<file path="config.mk">
export PLATFORM = sky130hd
export DESIGN_NAME = delay_line
export DESIGN_NICKNAME = d
export VERILOG_FILES = /design/src/rtl/delay_pkg.sv /design/src/rtl/inertial_filter_chan.sv /design/src/rtl/delay_line.sv
export SDC_FILE = /design/constraint.sdc
export NUM_CORES = 1
export LEC_CHECK = 0
export ABC_AREA = 1
export CAP_MARGIN = 20
export CORE_ASPECT_RATIO = 1.75
export CORE_MARGIN = 2
export CORE_UTILIZATION = 30
export DETAILED_ROUTE_END_ITERATION = 7
export DONT_BUFFER_PORTS = 1
export SLEW_MARGIN = 20
export SYNTH_ARGS = -nofsm -noshare
export SYNTH_HDL_FRONTEND = slang
export SYNTH_SLANG_ARGS = --single-unit
</file>
<file path="constraint.sdc">
create_clock -name clock -period 4.7 [get_ports clock]
set_clock_uncertainty 0.2 [all_clocks]
set_input_delay 0.94 -clock clock [delete_from_list [all_inputs] [get_ports clock]]
set_output_delay 0.94 -clock clock [all_outputs]
set_load 0.01 [all_outputs]
</file>
<file path="src/rtl/delay_pkg.sv">
// Shared constants and helpers for the delay_line block: mode encodings and
// the clamp that turns the requested delay into the effective delay D.
package delay_pkg;

  localparam logic MODE_TRANSPORT = 1'b0;
  localparam logic MODE_INERTIAL  = 1'b1;

  // A request of 0 behaves as 1; requests past the line length saturate.
  function automatic int unsigned clamp_delay(input int unsigned req,
                                              input int unsigned max_d);
    if (req < 1) return 1;
    if (req > max_d) return max_d;
    return req;
  endfunction

endpackage

</file>
<file path="src/rtl/inertial_filter_chan.sv">
// One channel of the inertial filter: output register, run-length counter and
// the one-cycle "pulse rejected" flag.
module inertial_filter_chan
  import delay_pkg::*;
#(
  parameter int DW = 5
) (
  input  logic          clock_i,
  input  logic          reset_ni,
  input  logic          mode_i,
  input  logic          din_i,
  input  logic          tap_i,
  input  logic [DW-1:0] d_i,
  output logic          q_o,
  output logic          filtered_o
);

  logic          q_q, q_d;
  logic [DW-1:0] c_q, c_d;
  logic          filt_q, filt_d;
  logic [DW-1:0] d_m1;

  assign d_m1 = d_i - DW'(1);

  always_ff @(posedge clock_i or negedge reset_ni) begin
    if (!reset_ni) begin
      q_q    <= 1'b0;
      c_q    <= '0;
      filt_q <= 1'b0;
    end else begin
      q_q    <= q_d;
      c_q    <= c_d;
      filt_q <= filt_d;
    end
  end

  // ">=" rather than "==" so a shortened delay releases a run already past it.
  always_comb begin
    q_d    = q_q;
    c_d    = c_q;
    filt_d = 1'b0;
    if (mode_i == MODE_TRANSPORT) begin
      q_d = tap_i;
      c_d = '0;
    end else if (din_i == q_q) begin
      c_d    = '0;
      filt_d = (c_q != '0);
    end else if (c_q >= d_m1) begin
      q_d = din_i;
      c_d = '0;
    end else begin
      c_d = c_q + DW'(1);
    end
  end

  assign q_o        = q_q;
  assign filtered_o = filt_q;

endmodule

</file>
<file path="src/rtl/delay_line.sv">
// Multi-channel programmable delay line: shared shift register and tap mux,
// with a per-channel inertial filter selectable at runtime.
module delay_line
  import delay_pkg::*;
#(
  parameter  int WIDTH     = 4,
  parameter  int MAX_DELAY = 16,
  localparam int DW        = $clog2(MAX_DELAY + 1)
) (
  input  logic             clock,
  input  logic             reset_n,
  input  logic             mode,
  input  logic [DW-1:0]    delay,
  input  logic [WIDTH-1:0] din,
  output logic [WIDTH-1:0] dout,
  output logic [WIDTH-1:0] filtered
);

  logic [WIDTH-1:0] sreg_q [MAX_DELAY];
  logic [DW-1:0]    d_eff;
  logic [DW-1:0]    d_m1;
  logic [WIDTH-1:0] tap;
  logic [WIDTH-1:0] q_vec;
  logic [WIDTH-1:0] filt_vec;

  assign d_eff = DW'(clamp_delay(32'(delay), MAX_DELAY));
  assign d_m1  = d_eff - DW'(1);

  always_ff @(posedge clock or negedge reset_n) begin
    if (!reset_n) begin
      for (int k = 0; k < MAX_DELAY; k++) sreg_q[k] <= '0;
    end else begin
      sreg_q[0] <= din;
      for (int k = 1; k < MAX_DELAY; k++) sreg_q[k] <= sreg_q[k-1];
    end
  end

  // Compare-based mux keeps the index width independent of MAX_DELAY.
  always_comb begin
    tap = '0;
    for (int k = 0; k < MAX_DELAY; k++) begin
      if (d_m1 == DW'(k)) tap = sreg_q[k];
    end
  end

  for (genvar i = 0; i < WIDTH; i++) begin : g_chan
    inertial_filter_chan #(.DW(DW)) u_chan (
      .clock_i    (clock),
      .reset_ni   (reset_n),
      .mode_i     (mode),
      .din_i      (din[i]),
      .tap_i      (tap[i]),
      .d_i        (d_eff),
      .q_o        (q_vec[i]),
      .filtered_o (filt_vec[i])
    );
  end

  assign dout     = (mode == MODE_INERTIAL) ? q_vec : tap;
  assign filtered = filt_vec;

endmodule

</file>
Word-level counts from Yosys, hierarchy flattened
Index checks and enable logic that the tools add are counted.
{ "word_totals": {"register_bits": 92, "input_bits": 12, "elab_cells": 131, "output_inout_bits": 8} }
{ "classes": {"n_eq_ne": 27, "add_sub_neg": 5, "reduce_logical": 9, "mux": 56, "magnitude_cmp": 6} }
{ "op_table": {"columns": ["cell", "count"], "rows": [
  ["$mux W5", 15],
  ["$mux W4", 17],
  ["$eq A5 B4 Y1 const B", 8],
  ["$mux W1", 24],
  ["$add A5 B1 Y5 const B", 4],
  ["$eq A5 B3 Y1 const B", 4],
  ["$ge A5 B5 Y1", 4],
  ["$reduce_bool A5 Y1", 4],
  ["$eq A5 B2 Y1 const B", 2],
  ["$ne A2 B1 Y1 const B", 4],
  ["$ne A2 B2 Y1 const B", 4],
  ["$reduce_and A2 Y1", 4],
  ["$eq A5 B1 Y1 const B", 1],
  ["$gt A5 B5 Y1 const B", 1],
  ["$logic_not A5 Y1", 1],
  ["$lt A5 B1 Y1 const B", 1],
  ["$sub A5 B1 Y5 const B", 1],
  ["$eq A1 B1 Y1", 4]
]} }

Depth between registers and ports, before layout
{ "depth": {"ltp_word": 24, "ltp_mapped": 30, "depth_no_buf": 30} }

Hierarchy
A second synthesis with hierarchy kept.
{ "unflattened": {"cells_unflattened": 528, "hier_area_um2": 4685.7} }
{ "modules_own_cells": {"columns": ["module", "cells_per_inst", "area_each_um2", "n_inst", "seq_area_each_um2"], "rows": [
  ["delay_line", 248, 2523.7, 1, 1601.5],
  ["inertial_filter_chan", 70, 540.5, 4, 175.2]
]} }

Worst setup path before layout
No wires, ideal clock.
{ "synth_path": {"path_kind": "input -> output", "startpoint": "input port delay[1]", "endpoint": "output port dout[3]", "n_path_buf": 0, "t_arrival_ps": 3186, "setup_slack_ps": 374, "required_ps": 3560, "path_stages": 18, "cell_sequence": "nor2_2 nand2_1 a21oi_1 inv_1 ha_1 inv_1 nand3_1 nand2_2 inv_1 nor2_1 inv_1 nor2_1 inv_1 or2_2 nand2_1 nand2_1 nand2_2 nand2_1"} }
{ "synth_between": {"elab_chain_len": 24, "word_cells_on_any_way": 43, "cone_classes": "1 x add/sub; 2 x order compare; 15 x eq/ne; 24 x mux; 1 x reduce/logical"} }
{ "synth_rtl": {"columns": ["item", "line_no", "text"], "rows": [
  ["start, declared", "delay_line.sv:13", "input logic [DW-1:0] delay,"],
  ["$lt A5 B1 Y1 or $gt A5 B5 Y1 (tied branches)", "delay_pkg.sv:11, delay_pkg.sv:12", null],
  ["$mux W1 (on tied branches)", "delay_pkg.sv:11, delay_pkg.sv:12", null],
  ["$mux W5 or $mux W1 (tied branches)", "delay_pkg.sv:12", "if (req > max_d) return max_d;"],
  ["$mux W5", "delay_pkg.sv:13", "return req;"],
  ["$mux W5 (*)", "delay_pkg.sv:12", null],
  ["$sub A5 B1 Y5 (*)", "delay_line.sv:27", "assign d_m1 = d_eff - DW'(1);"],
  ["$logic_not A5 Y1", "delay_line.sv:42", "if (d_m1 == DW'(k)) tap = sreg_q[k];"],
  ["$mux W4 (15 in a row)", "delay_line.sv:42", null],
  ["$mux W4 (*)", "delay_line.sv:42", null],
  ["$mux W4 (*)", "delay_line.sv:59", "assign dout = (mode == MODE_INERTIAL) ? q_vec : tap;"],
  ["end, declared", "delay_line.sv:15", "output logic [WIDTH-1:0] dout,"]
]} }
Every way passes the cells marked *; elsewhere a longest branch is shown, timed or not. The select of a mux whose other input is x is not followed.

Worst setup path in the final report
Ends and elaborated chain as after synthesis.

==> impl_metrics.env <==
export IMPL_outcome="completed"
export IMPL_worstMarginPinSlew_ns=0.468
export IMPL_netlist_area_leader_share=0.508
export IMPL_power_density_mw_per_mm2=361
export IMPL_drt_antenna_violating_nets=0
export IMPL_critPathTopFamily="simple AND/OR/NAND/NOR gates"
export IMPL_post_route_period_util=0.948
export IMPL_cts_made_buffers=9
export IMPL_hold_buffers=0
export IMPL_cts_buffer_depth=2
export IMPL_vias_per_cell=4.55
export IMPL_synth_ff_type="dfrtp_1"
export IMPL_cpMostUsedCell="nand2_1"
export IMPL_syn_to_final_growth_pct=11.9
export IMPL_final_hold_viol_count=0
export IMPL_cp_num_buf_inv=4
export IMPL_place_gp_congestion=0.812
export IMPL_drc_errors=0
export IMPL_ys_seq_elements=92
export IMPL_swShare=0.288
export IMPL_finalMaxSlewViolations=0
export IMPL_synth_seq_area_share=0.508
export IMPL_irDropWorstVdd_v=0.000237
export IMPL_slowest_stage="ha_2"
export IMPL_p_seq_frac=0.487
export IMPL_power_frac_comb=0.141
export IMPL_grt_pass1_wl_um=15500
export IMPL_worstPathArrival_ns=3.31
export IMPL_die_w_um=96.9
export IMPL_synth_largest_area_cell="dfrtp_1"
export IMPL_critPathLaunchType="input pin"
export IMPL_slew_headroom=0.688
export IMPL_yosysMostFrequentCell="nand2_1"
export IMPL_wl_per_cell_um=13.2
export IMPL_finalWirelength_um=9380
export IMPL_dp_hpwl_um=7080
export IMPL_cts_root_buf="clkbuf_16"
export IMPL_syn_nets=554
export IMPL_dpl_cell_count=693
export IMPL_cts_sinks=92
export IMPL_layout_min_cycle_time_ns=4.45
export IMPL_min_path_type="in2async"
export IMPL_post_cts_buffers=0
export IMPL_grt_pass1_vias=3283
export IMPL_p_int_mw=1.30
export IMPL_clock_latency_ns=0.35
export IMPL_max_stage_delay_ns=0.19
export IMPL_die_h_um=167
export IMPL_crit_fanout=3
export IMPL_path_class="in2out"
export IMPL_synth_area_leaders="dfrtp_1 (51%), ha_1 (9.1%), nand2_1 (9.0%)"
export IMPL_finalSetupViolations=0
export IMPL_antenna_found_initial=0
export IMPL_synth_area_sq_mm=0.00453
export IMPL_grt_total_usage=0.120
export IMPL_clkTransAtPathRegs_ns=0.07
export IMPL_n_antenna_cell=0
export IMPL_clkPwrFrac=0.372
export IMPL_endpoint_kind="output pin"
export IMPL_start_util=0.305
export IMPL_cts_tree="built"
export IMPL_syn_area_per_cell_sq_um=8.90
export IMPL_synth_cells=509
export IMPL_synth_warnings=0
export IMPL_final_nets=566
export IMPL_core_area_sq_mm=0.0148
export IMPL_drt_initial_drc_count=186
export IMPL_ios=20
export IMPL_fp_row_count=59
export IMPL_max_cap_violations=0
export IMPL_totalNegativeSetupSlack_ns=0
export IMPL_synth_commonest_cells="nand2_1 (109), dfrtp_1 (92), inv_1 (79)"
export IMPL_vias=3228
export IMPL_ys_types=34
export IMPL_reg2regPathDepth=12
export IMPL_async_reset_ff_frac=1.00
export IMPL_dr_pass1_iters=5
export IMPL_die_area_sq_mm=0.0161
export IMPL_worstPathRequired_ns=3.56
export IMPL_overflow=0
export IMPL_synth_edff_count=0
export IMPL_fillCellCount=1496
export IMPL_fin_cells=709
export IMPL_worst_path_stages=29
export IMPL_max_freq_mhz=224
export IMPL_p_leak_nw=2.55
export IMPL_grt_max_degree=93
export IMPL_port_buffers=0
export IMPL_switchingPower_uw=527
export IMPL_post_cts_resized=0
export IMPL_drive_gt1_frac=0.0989
export IMPL_cts_max_level=3
logic make-up (layout without fill, tap and decap cells):
family          count (synthesis)  after routing  share of synthesized area
fa+ha+maj                      33             33                     0.0912
buf+inv                        90            107                     0.0785
compound gates                 46             46                     0.0594
flops                          92             92                      0.508
xor+xnor                       16             16                     0.0309
simple gates                  232            232                      0.232
metrics by stage:
step	worst slack, ns	hold WS (ns)	total power [mW]	utilization	cell area [sq um]
6_report	0.246	0.0781	1.83	0.341	5070
3_3_place_gp	0.249	0.155	1.15	0.322	4770
5_1_grt	-0.0230	0.0638	1.93	0.341	5070
3_5_place_dp	0.147	0.160	1.16	0.322	4770
2_1_floorplan	0.374	0.147	1.10	-	4530
4_1_cts	0.140	0.0700	1.84	0.340	5050
flip-flops by register name, summed over array words and instances (netlist names):
name	flops
g_chan.u_chan.c_q	20
g_chan.u_chan.filtered_o	4
g_chan.u_chan.q_o	4
sreg_q	64
power by group through the flow:
stage                     Clock (mW)  Combinational, mW  Sequential (mW)
after floorplan                    0              0.211            0.889
after global placement             0              0.247            0.904
after detailed placement           0              0.259            0.906
after CTS                      0.692              0.261            0.892
after global routing           0.728              0.301            0.899
final                          0.681              0.259            0.891
cell type report:
type / count / area (sq um) / area share
Clock buffer: 9 / 225 / 0.0445
Timing Repair Buffer: 7 / 52.6 / 0.0104
Inverter: 84 / 318 / 0.0627
Multi-Input combinational cell: 327 / 1890 / 0.373
Sequential cell: 92 / 2300 / 0.454
Clock inverter: 7 / 50.0 / 0.00988
Tap cell: 183 / 229 / 0.0452
placed cells by master, fill, tap and decap left out, drive strengths merged:
cell type / instances
clkbuf: 9
nand4: 13
clkinv: 2
o31ai: 1
nor2: 57
o21a: 8
or2: 9
xor2: 10
o22ai: 1
inv: 86
dfrtp: 92
nand3b: 2
nor3: 5
clkinvlp: 3
nand2: 117
xnor2: 6
ha: 33
o21ai: 18
nor4b: 1
a21oi: 18
nor4: 3
buf: 7
nand3: 25
worst paths after layout:
kind	start	to	slack, ns
min in group clock	sreg_q[51]	sreg_q[47]	0.18
max in group asynchronous	reset_n	sreg_q[36]	4.03
max	delay[1]	dout[3]	0.25
min reg2reg	sreg_q[51]	sreg_q[47]	0.18
min	reset_n	g_chan[1].u_chan.c_q[1]	0.08
max reg2reg	g_chan[3].u_chan.c_q[0]	g_chan[3].u_chan.q_o	2.43
worst reg2reg max path, cell delays in order, from the launching register on:
cell,delay (ns)
dfrtp_1,0.41
inv_1,0.09
ha_1,0.29
o21a_1,0.18
o21a_1,0.17
o21a_1,0.16
o21ai_0,0.22
nand2_1,0.10
o21ai_0,0.09
inv_1,0.07
nand2_1,0.06
inv_1,0.04
a21oi_2,0.12
metal layers:
layer  wire length, um  GRT usage  up-vias
met1              3820      0.133     1548
met2              5110      0.219       46
met4               254     0.0576        0
met5                 0          0        -
li1                  -          -     1616
met3               203     0.0210       18
(Power assumes the default switching activity.)
